[config.mk]
export PLATFORM = sky130hd
export DESIGN_NAME = saes_round_ctrl
export DESIGN_NICKNAME = d
export VERILOG_FILES = /design/src/rtl/saes_round_ctrl.sv
export SDC_FILE = /design/constraint.sdc
export NUM_CORES = 1
export LEC_CHECK = 0
export ABC_AREA = 1
export BUFFER_PORTS_ARGS = -buffer_cell sky130_fd_sc_hd__buf_2
export CAP_MARGIN = 20
export CORE_AREA = 2 2 45 47
export CTS_CLUSTER_DIAMETER = 150
export CTS_CLUSTER_SIZE = 28
export DETAILED_ROUTE_END_ITERATION = 10
export DIE_AREA = 0 0 47 49
export GPL_TIMING_DRIVEN = 0
export PLACE_DENSITY = 0.76
export SLEW_MARGIN = 25
export SYNTH_ARGS = -nofsm -noshare
export SYNTH_HDL_FRONTEND = slang
export SYNTH_SLANG_ARGS = --single-unit
[constraint.sdc]
create_clock -name clk -period 2.2 [get_ports clk]
set_input_delay 0.44 -clock clk [delete_from_list [all_inputs] [get_ports clk]]
set_output_delay 0.44 -clock clk [all_outputs]
set_load 0.02 [all_outputs]
[src/rtl/saes_round_ctrl.sv]
// Round sequencer for a small nibble-oriented AES-like datapath.
// It issues load, round-step and key-select controls for one block per request.
module saes_round_ctrl #(
    parameter int LAT = 1
) (
    input  logic       clk,
    input  logic       rst,
    input  logic       in_valid,
    output logic       in_ready,
    input  logic       decrypt,
    output logic       out_valid,
    input  logic       out_ready,
    output logic       dp_load,
    output logic       dp_en,
    output logic [2:0] dp_op,
    output logic [1:0] key_sel,
    output logic [1:0] round,
    output logic       busy
);

    typedef enum logic [1:0] {
        S_IDLE = 2'd0,
        S_LOAD = 2'd1,
        S_STEP = 2'd2,
        S_DONE = 2'd3
    } state_t;

    localparam logic [2:0] OP_NOP  = 3'd0;
    localparam logic [2:0] OP_ARK  = 3'd1;
    localparam logic [2:0] OP_SUB  = 3'd2;
    localparam logic [2:0] OP_SHR  = 3'd3;
    localparam logic [2:0] OP_MIX  = 3'd4;
    localparam logic [2:0] OP_ISUB = 3'd5;
    localparam logic [2:0] OP_IMIX = 3'd6;

    localparam logic [2:0] LAST_STEP = 3'd7;
    localparam logic [3:0] WAIT_LAST = 4'(LAT - 1);

    state_t     state_q, state_d;
    logic [2:0] step_q, step_d;
    logic [3:0] wait_q, wait_d;
    logic       mode_q, mode_d;

    logic [2:0] seq_op;
    logic [1:0] seq_key;
    logic [1:0] seq_round;

    always_ff @(posedge clk or posedge rst) begin
        if (rst) begin
            state_q <= S_IDLE;
            step_q  <= 3'd0;
            wait_q  <= 4'd0;
            mode_q  <= 1'b0;
        end else begin
            state_q <= state_d;
            step_q  <= step_d;
            wait_q  <= wait_d;
            mode_q  <= mode_d;
        end
    end

    always_comb begin
        state_d = state_q;
        step_d  = step_q;
        wait_d  = wait_q;
        mode_d  = mode_q;
        case (state_q)
            S_IDLE: begin
                if (in_valid) begin
                    mode_d  = decrypt;
                    state_d = S_LOAD;
                end
            end
            S_LOAD: begin
                step_d  = 3'd0;
                wait_d  = 4'd0;
                state_d = S_STEP;
            end
            S_STEP: begin
                // A step ends once the wait counter has covered its LAT-1 idle cycles.
                if (wait_q == WAIT_LAST) begin
                    wait_d = 4'd0;
                    if (step_q == LAST_STEP) begin
                        state_d = S_DONE;
                    end else begin
                        step_d = step_q + 3'd1;
                    end
                end else begin
                    wait_d = wait_q + 4'd1;
                end
            end
            S_DONE: begin
                if (out_ready) begin
                    step_d  = 3'd0;
                    state_d = S_IDLE;
                end
            end
            default: state_d = S_IDLE;
        endcase
    end

    // Step tables; decryption walks the rounds backwards with inverse ops.
    always_comb begin
        seq_op  = OP_NOP;
        seq_key = 2'd0;
        if (!mode_q) begin
            case (step_q)
                3'd0: begin seq_op = OP_ARK; seq_key = 2'd0; end
                3'd1: seq_op = OP_SUB;
                3'd2: seq_op = OP_SHR;
                3'd3: seq_op = OP_MIX;
                3'd4: begin seq_op = OP_ARK; seq_key = 2'd1; end
                3'd5: seq_op = OP_SUB;
                3'd6: seq_op = OP_SHR;
                default: begin seq_op = OP_ARK; seq_key = 2'd2; end
            endcase
        end else begin
            case (step_q)
                3'd0: begin seq_op = OP_ARK; seq_key = 2'd2; end
                3'd1: seq_op = OP_SHR;
                3'd2: seq_op = OP_ISUB;
                3'd3: begin seq_op = OP_ARK; seq_key = 2'd1; end
                3'd4: seq_op = OP_IMIX;
                3'd5: seq_op = OP_SHR;
                3'd6: seq_op = OP_ISUB;
                default: begin seq_op = OP_ARK; seq_key = 2'd0; end
            endcase
        end
    end

    always_comb begin
        if (step_q == 3'd0) begin
            seq_round = 2'd0;
        end else if (step_q <= 3'd4) begin
            seq_round = 2'd1;
        end else begin
            seq_round = 2'd2;
        end
    end

    always_comb begin
        in_ready  = (state_q == S_IDLE);
        busy      = (state_q != S_IDLE);
        dp_load   = (state_q == S_LOAD);
        out_valid = (state_q == S_DONE);
        dp_en     = 1'b0;
        dp_op     = OP_NOP;
        key_sel   = 2'd0;
        round     = 2'd0;
        if (state_q == S_STEP) begin
            dp_en   = (wait_q == 4'd0);
            dp_op   = seq_op;
            key_sel = seq_key;
            round   = seq_round;
        end
    end

endmodule

==> results.ini, run 1 <==
[run_status]
status=complete, no violations

[finish]
multi_input_area_um2=548
antenna_cells=0
ff_latch_area_um2=250
synthToLayoutAreaGrowth_pct=25.6
layout-drive-gt1-share_pct=27.7
fin_cells=164
nets=159
fillers=197

[placed_design]
place.gp.congestion=0.723
port_buffers=16
hpwlAfterDp_mm=1.24
dp.cells=156

[setup_path]
endpoint=key_sel[1]
reg2reg_depth=5
path_class=flip-flop to primary output
worstPathArrival_ps=1690
endpoint_kind=primary output
rr_startpoint=state_q[0]$_DFFE_PP0P_
critPathRequiredTime_ps=1760
cp-start-kind=flip-flop
timing.rr.end=wait_q[2]$_DFFE_PP0P_
r2r_setup_slack_ps=750
worst-path-max-fanout=4
cp-startpoint=step_q[1]$_DFFE_PP0P_

[sta]
fmax_ghz=0.470
report.final.slew_viol_count=0
min_period_ps=2130
rsz0062_at_grt=yes
hold_slack_ps=135
worst_pin_slew_ps=388
hold_viol=0
slew_headroom_pct=74.1
setup_viol=0
period_share_pct=96.6
clock_skew_ps=3.27

[cts]
ctsHtreeMaxLevel=1
cts_inserted_buffers=3
cts.sinks=10
postCtsHoldBufs=0
cts_tree=built
clockBufferDepth=2
clk_pin_slew_ps=70
clk_latency_ps=270
root_buffer=clkbuf_4

[global_route]
grt_max_degree=11
gr-usage-met3_pct=3.33
gr-usage-met2_pct=27.6
grt_pass1_vias=703
grt_pass1_wl_mm=2.75
overflow=0
busiest_layer=met2
use_met1_pct=19.5
grt_usage_pct=16.5
antenna_found_initial=0

[drt]
drt_iter0_drc=9
via_count=764
ant_nets=0
drc=0
wirelength_mm=1.66
first_pass_iters=4
routedWlPerCell_um=10.1
routed_via_density=4.66

[yosys]
synth_top_flop_cell=dfrtp_1
synthTopCellsByArea=dfrtp_1 29%, ha_1 23%, nand2_1 11%
ys_warn_count=0
syn_inst=113
synth-seq-cells=10
synth_common_cells=24 x nand2_1, 19 x inv_1, 16 x ha_1, 10 x dfrtp_1, 10 x nor2_1
synth_area_um2=852
async_flop_share_pct=100
yosysSeqAreaShare_pct=29.4
synth_enable_flop_cells=0
synth_top_area_cell=dfrtp_1
syn-num-nets=134
syn_avg_cell_area_um2=7.54
synth_most_common_cell=nand2_1
yosysUniqueCellTypes=19
synth_top_area_share_pct=29.4

[die]
die_x_um=47
dieArea_mm2=0.00230
start_util_pct=46.3
rows=16
io_pins=17
die_h_um=49
core_mm2=0.00184

[hold_path]
hp-class=input port to async pin

[flow_run]
maxCapViolCount=0

[power]
leakagePower_uw=0.000613
p_per_area_mw_per_mm2=1260
vdd_ir_drop_max_mv=0.837

sequential cells by signal (all words and copies together), names as in the netlist:
signal	count
mode_q	1
wait_q	4
state_q	2
step_q	3
routing by layer:
metal	routed length, um	vias to the layer above
met1	708	342
met3	62	4
met5	0	-
li1	-	404
met4	23	0
met2	866	14
critical path: stages (launching register included):
cell and delay [ps]:
dfrtp_1 410, inv_2 80, ha_4 180, ha_4 170, nor2_2 120, o21ai_1 80
o21a_1 170, nor2_1 80, buf_4 140
layout make-up:
cell class,instances,area share [%]
inverters,21,7.37
multi-input cells,81,51.2
well taps,27,3.16
flip-flops and latches,10,23.4
clock buffers,4,3.39
plain buffers,1,0.702
repair buffers,20,10.8
power by group:
part	total (uW)	switching, uW	leakage, uW	internal [uW]
registers	284	56.0	0.000132	228
logic	892	551	0.000460	341
clock network	167	66.1	0.0000210	101
total	1340	673	0.000613	670
cells by family (layout without fill, tap and decap cells):
family	after synthesis	count (layout)	share of synthesized area [%]
DFF	10	10	29.4
adders and majority gates	16	16	23.5
xor gates and xnor gates	1	1	1.03
AOI/OAI and AO/OA	14	14	9.25
buffers and inverters	22	46	10.1
and+or+nand+nor	50	50	26.7
how the worst min path moves through the flow:
stage          slack, ps                    end
6_report             130     mode_q$_DFFE_PP0P_
5_1_grt              170  step_q[2]$_DFFE_PP0P_
4_1_cts              140  step_q[0]$_DFFE_PP0P_
3_5_place_dp         440  step_q[2]$_DFFE_PP0P_
3_3_place_gp         440  wait_q[2]$_DFFE_PP0P_
2_1_floorplan        280     mode_q$_DFFE_PP0P_
placed cells by master (no fill, tap or decap):
cell type,n
nand2_2,2
a21oi_2,1
o21ai_1,6
nand3_1,3
inv_2,4
nand2_1,24
xor2_1,1
clkbuf_8,1
dfrtp_1,10
nor2_1,8
ha_4,2
ha_1,13
nor2_2,2
or2_1,3
nand3_2,1
ha_2,1
clkbuf_4,3
a211oi_1,1
inv_1,17
buf_2,14
a21oi_1,5
nand4_1,7
o21a_1,1
buf_4,7
through the flow:
| step | util [%] | setup slack (ps) | power [uW] | area, um2 | TNS [ps] |
|---|---|---|---|---|---|
| 2_1_floorplan | - | 260 | 888 | 852 | 0 |
| 3_3_place_gp | 52.4 | 242 | 1050 | 966 | 0 |
| 3_5_place_dp | 52.4 | 201 | 1070 | 966 | 0 |
| 4_1_cts | 56.0 | 15.4 | 1280 | 1030 | 0 |
| 5_1_grt | 58.1 | -17.2 | 1470 | 1070 | -33.9 |
| 6_report | 58.1 | 74.3 | 1340 | 1070 | 0 |
timing repair:
action / in CTS / in global routing
endpoints found under the setup margin: 3 / 4
pin swaps: 1 / 3
resized for setup: 3 / 9
buffers inserted: 3 / 1
endpoints found under the hold margin: 0 / 0
No activity file was read; power rests on OpenSTA's default activity.
==> run 2: changes to the inputs <==
Settings changed: ABC_AREA 1 to not set.
==> run 2 against run 1 <==
Against the previous run:
- global-route usage up 0.65 points
- count of clock-buffer cells in the layout down 1
- clock power decreased by 24%
- register-to-register slack worse by 370 ps
- synthesized area grew 0.44%
- design area fell by 1.9%
- sequential share of layout area rose by 0.57 points
- critical path depth decreased by 3
- hold slack better by 7.8 ps
- power grew 0.61%
- highest routed layer unchanged
==> results.ini, run 2 <==
[drt]
routed_via_density=5.03  ; +7.9%
drc=0  ; unchanged
first_pass_iters=4  ; unchanged
routedWlPerCell_um=12.2  ; +21%
wirelength_mm=1.72  ; +3.8%
via_count=709  ; -7.2%
drt_iter0_drc=3  ; -6
ant_nets=0  ; unchanged

[die]
die_x_um=47  ; unchanged
io_pins=17  ; unchanged
die_h_um=49  ; unchanged
dieArea_mm2=0.00230  ; unchanged
core_mm2=0.00184  ; unchanged
rows=16  ; unchanged
start_util_pct=46.5  ; +0.20 points

[setup_path]
worst-path-max-fanout=10  ; +6
endpoint_kind=primary output
cp-start-kind=flip-flop
critPathRequiredTime_ps=1760  ; about the same
path_class=flip-flop to primary output
cp-startpoint=state_q[0]$_DFFE_PP0P_
timing.rr.end=state_q[1]$_DFFE_PP0P_
reg2reg_depth=6  ; +1
worstPathArrival_ps=1680  ; about the same
endpoint=round[0]
rr_startpoint=wait_q[0]$_DFFE_PP0P_
r2r_setup_slack_ps=380  ; -370 ps

[global_route]
grt_pass1_wl_mm=2.84  ; +3.5%
grt_pass1_vias=692  ; -1.6%
grt_max_degree=11  ; unchanged
grt_usage_pct=17.1  ; +0.65 points
antenna_found_initial=0  ; unchanged
overflow=0  ; unchanged

[finish]
ff_latch_area_um2=251  ; +0.50%
multi_input_area_um2=577  ; +5.3%
largest_reg_flops=4  ; unchanged
mostFrequentLayoutCells=15 x buf_2, 12 x inv_1, 11 x ha_1
reg_top3=wait_q (4), step_q (3), state_q (2)
synthToLayoutAreaGrowth_pct=22.7
fin_cells=141  ; -14%
fillers=177  ; -10%
antenna_cells=0  ; unchanged
top_register=wait_q
nets=137  ; -14%
utilization_pct=57.0  ; -1.1 points
mostFrequentLayoutCell=buf_2
layout-drive-gt1-share_pct=34.2  ; +6.5 points

[yosys]
synth_most_common_cell=ha_1
syn_avg_cell_area_um2=9.20  ; +22%
syn_inst=93  ; -18%
syn-num-nets=114  ; -15%
synth_top_area_cell=dfrtp_1
synth_top_area_share_pct=29.2  ; -0.13 points
synth-seq-cells=10  ; unchanged
synth_top_flop_cell=dfrtp_1
synth_enable_flop_cells=0  ; unchanged
synth_common_cells=16 x ha_1, 13 x inv_1, 10 x dfrtp_1, 9 x nand2_1, 9 x nor2_1
synthTopCellsByArea=dfrtp_1 29%, ha_1 23%, mux2i_1 7.0%
ys_warn_count=0  ; unchanged
synth_area_um2=856  ; +0.44%
yosysSeqAreaShare_pct=29.2  ; -0.13 points
async_flop_share_pct=100  ; unchanged
yosysUniqueCellTypes=28  ; +9

[power]
leakagePower_uw=0.000531  ; -13%
p_per_area_mw_per_mm2=1290  ; +2.5%
vdd_ir_drop_max_mv=0.972  ; +16%
finalPower_uw=1350  ; +0.61%

[cts]
ctsHtreeMaxLevel=1  ; unchanged
cts_inserted_buffers=3  ; unchanged
postCtsHoldBufs=0  ; unchanged
clockBufferDepth=2  ; unchanged
cts.sinks=10  ; unchanged
clk_pin_slew_ps=60  ; about the same
clk_latency_ps=270  ; about the same
cts_tree=built
root_buffer=clkbuf_4

[sta]
slew_headroom_pct=71.0  ; -3.1 points
period_share_pct=96.2  ; -0.41 points
setup_viol=0  ; unchanged
min_period_ps=2120  ; -9.03 ps
hold_viol=0  ; unchanged
report.final.slew_viol_count=0  ; unchanged
worst_pin_slew_ps=434  ; +46.1 ps
fmax_ghz=0.472  ; +0.43%
clock_skew_ps=3.52  ; +0.247 ps
hold_slack_ps=142  ; +7.84 ps

[placed_design]
place.gp.congestion=0.700  ; -3.2%
dp.cells=136  ; -13%
hpwlAfterDp_mm=1.24  ; +0.35%
port_buffers=16  ; unchanged

[flow_run]
maxCapViolCount=0  ; unchanged

[run_status]
status=complete, no violations

[hold_path]
hp-class=input port to async pin

==> run 2: cell types whose count changed in the layout (fill, tap and decap cells not counted), sizes merged, moves of 2 or more <==
cell	change
o21ai	-2
nand2	-17
inv	-8
mux2i	+6
mux2	+2
or2	-3
nand3	-2
nand4	-6
nor3	+3
and2	+2
a21oi	-4
==> run 2: layout make-up <==
| cell class | instances | share of cell area (%) |
|---|---|---|
| multi-input combinational | 67 | 54.9 |
| sequential | 10 | 24.0 |
| timing repair buffer | 18 | 9.54 |
| inverter | 13 | 4.65 |
| tap | 27 | 3.22 |
| clock buffer | 3 | 2.15 |
| buffer | 3 | 1.55 |
==> run 2: worst min path at each step <==
stage / from / endpoint / slack, ps / depth (start not counted)
after global placement: rst / wait_q[2]$_DFFE_PP0P_ / 440 / 2
final: rst / wait_q[3]$_DFFE_PP0P_ / 140 / 2
after CTS: rst / wait_q[3]$_DFFE_PP0P_ / 150 / 2
after floorplan: rst / mode_q$_DFFE_PP0P_ / 280 / 1
after detailed placement: rst / step_q[1]$_DFFE_PP0P_ / 440 / 2
after global routing: rst / step_q[1]$_DFFE_PP0P_ / 180 / 2
==> run 2: kinds of logic after synthesis <==
logic type / share of synthesized area [%]
flops: 29.2
mux: 10.1
compound gates: 13.0
fa+ha+maj: 23.4
simple gates: 16.8
buf+inv: 7.46
==> run 2: metrics by stage <==
step | setup slack [ps] | TNS (ps) | cell area (um2)
2_1_floorplan | 226 | 0 | 856
3_3_place_gp | 194 | 0 | 970
3_5_place_dp | 182 | 0 | 970
4_1_cts | 0.00888 | 0 | 1010
5_1_grt | -6.09 | -6.09 | 1050
6_report | 83.3 | 0 | 1050
==> run 2: critical path, stage by stage, from the launching register on <==
cell	delay [ps]
dfrtp_1	400
inv_1	140
ha_2	290
buf_2	260
and2_1	150
buf_2	150
==> run 2: timing repair <==
item	CTS	global route
setup buffers	2	0
setup endpoints to repair	3	8
endpoints found under the hold margin	0	0
pin swaps	1	1
gates resized for setup	2	12
==> run 2: routing by layer <==
metal | part of all wire [%] | wire (um) | GRT usage [%] | vias up
li1 | - | - | - | 353
met1 | 42 | 725 | 19.0 | 330
met2 | 51 | 880 | 28.5 | 19
met3 | 3.9 | 67 | 4.07 | 7
met4 | 2.9 | 50 | 9.26 | 0
met5 | 0 | 0 | 0 | -
==> run 2: power breakdown <==
group	leakage, uW	switching (uW)	internal, uW
clock	0.0000138	63.8	63.3
sequential	0.000130	36.3	232
combinational	0.000387	551	405
==> run 3: changes to the inputs <==
Settings changed: CORE_AREA 2 2 45 47 to 2 2 44 46, DIE_AREA 0 0 47 49 to 0 0 46 48, PLACE_DENSITY 0.76 to 0.79.
==> run 3 against run 2 <==
Against the previous run:
- sequential power is 1% higher
- global-route usage is 2.0 points higher
- clock skew is 0.71 ps higher
- critical path type unchanged
==> results.ini, run 3 (synthesized netlist as in run 2, its figures left out) <==
[sta]
min_period_ps=2140  ; +21.2 ps
fmax_ghz=0.468  ; -0.99%
worst_pin_slew_ps=445  ; +11.2 ps
hold_viol=0  ; unchanged
clock_skew_ps=4.22  ; +0.706 ps
report.final.slew_viol_count=0  ; unchanged
slew_headroom_pct=70.3  ; -0.75 points
period_share_pct=97.2  ; +0.96 points
setup_viol=0  ; unchanged

[setup_path]
r2r_setup_slack_ps=380  ; about the same
crit_buf_inv=1  ; -2
worst_path_largest_cell_delay_ps=410  ; about the same
crit_family=adder cells
endpoint_kind=primary output
slowest_stage=dfrtp_1
crit_top_cell=ha_2
worstPathArrival_ps=1700  ; +20 ps
cp-start-kind=flip-flop
worst-path-max-fanout=3  ; -7
path_class=flip-flop to primary output
cp_cell_sequence=ha_2 > ha_2 > nor2_2 > nor2_1 > a31oi_1 > o21a_1 > buf_4
critPathRequiredTime_ps=1760  ; about the same

[drt]
drc=0  ; unchanged
drt_iter0_drc=11  ; +8
via_count=717  ; +1.1%
routedWlPerCell_um=13.3  ; +9.0%
routed_via_density=5.47  ; +8.8%
ant_nets=0  ; unchanged
first_pass_iters=4  ; unchanged
wirelength_mm=1.75  ; +1.3%

[finish]
synthToLayoutAreaGrowth_pct=22.1
mostFrequentLayoutCells=14 x buf_2, 11 x inv_1, 11 x ha_1
fin_cells=131  ; -7.1%
mostFrequentLayoutCell=buf_2
nets=136  ; -0.73%
largest_reg_flops=4  ; unchanged
fillers=140  ; -21%
layout-drive-gt1-share_pct=34.2  ; unchanged
final_area_mm2=0.00104  ; -0.48%
antenna_cells=0  ; unchanged
reg_top3=wait_q (4), step_q (3), state_q (2)
top_register=wait_q

[cts]
clk_pin_slew_ps=70  ; about the same
ctsHtreeMaxLevel=1  ; unchanged
clk_latency_ps=280  ; about the same
clockBufferDepth=2  ; unchanged
cts.sinks=10  ; unchanged
root_buffer=clkbuf_4
cts_tree=built
postCtsHoldBufs=0  ; unchanged
cts_inserted_buffers=3  ; unchanged

[die]
die_x_um=46  ; -2.1%
die_h_um=48  ; -2.0%
start_util_pct=50.7  ; +4.2 points
dieArea_mm2=0.00221  ; -4.1%
io_pins=17  ; unchanged
core_mm2=0.00169  ; -8.3%
rows=15  ; -1

[global_route]
grt_max_degree=11  ; unchanged
antenna_found_initial=0  ; unchanged
grt_pass1_wl_mm=2.87  ; +0.99%
grt_pass1_vias=657  ; -5.1%
grt_usage_pct=19.1  ; +2.0 points
overflow=0  ; unchanged

[placed_design]
port_buffers=16  ; unchanged
dp.cells=126  ; -7.4%
place.gp.congestion=0.718  ; +2.7%
hpwlAfterDp_mm=1.27  ; +1.9%
dpl_cell_area_um2=957  ; -1.3%

[power]
p_per_area_mw_per_mm2=1330  ; +3.7%
vdd_ir_drop_max_mv=1.15  ; +18%
leakagePower_uw=0.000536  ; +0.82%
finalPower_uw=1390  ; +3.2%

[hold_path]
hp-class=input port to async pin

[run_status]
status=complete, no violations

[flow_run]
maxCapViolCount=0  ; unchanged

-- run 3: final timing paths --
check / cells past startpoint / from / end
worst max-delay path: 7 / step_q[0]$_DFFE_PP0P_ / dp_op[0]
worst min-delay path: 2 / rst / mode_q$_DFFE_PP0P_
worst max register to register: 6 / wait_q[0]$_DFFE_PP0P_ / state_q[1]$_DFFE_PP0P_
worst min register to register: 1 / wait_q[3]$_DFFE_PP0P_ / wait_q[3]$_DFFE_PP0P_
max in group asynchronous: 2 / rst / step_q[2]$_DFFE_PP0P_
min in group clk: 2 / decrypt / mode_q$_DFFE_PP0P_
-- run 3: per-layer routing --
layer	global-route usage, %	up-vias	part of all wire, %
met1	20.9	347	41
li1	-	351	-
met3	4.91	5	2.2
met5	0	-	0
met4	13.1	0	2.5
met2	32.5	14	55
-- run 3: area by class of cell --
class                      count  area (um2)  share of cell area, %
clock buffer                   4        36.3                   3.47
sequential                    10         250                   24.0
timing repair buffer          17        92.6                   8.86
inverter                      13        48.8                   4.67
buffer                         3        18.8                   1.80
multi-input combinational     67         577                   55.2
tap                           17        21.3                   2.04
-- run 3: per-stage QoR --
step	setup WS, ps	util (%)	hold slack [ps]	setup TNS [ps]
after floorplan	226	-	280	0
after global placement	178	56.7	436	0
after detailed placement	172	56.7	436	0
after CTS	2.06	59.5	141	0
after global routing	-46.1	61.9	162	-48.9
final	62.1	61.9	122	0
-- run 3: worst reg2reg max path: cells and delay by family, from the launching register on --
kind,cells,cell delay (ps)
mux,1,310
compound gates,2,320
flops,1,400
simple gates,1,410
fa+ha+maj,1,160
buf+inv,1,100
-- run 3: what timing repair did --
item                       4_1_cts  5_1_grt
setup endpoints to repair        5        6
resized for setup                5       10
setup buffers                    0        1
hold endpoints to repair         0        0
pin swaps                        1        1
-- run 3: power breakdown --
group | leakage (uW) | switching [uW] | internal (uW) | total, uW
clock | 0.0000210 | 72.5 | 101 | 173
combinational | 0.000383 | 548 | 401 | 949
sequential | 0.000132 | 41.2 | 231 | 272
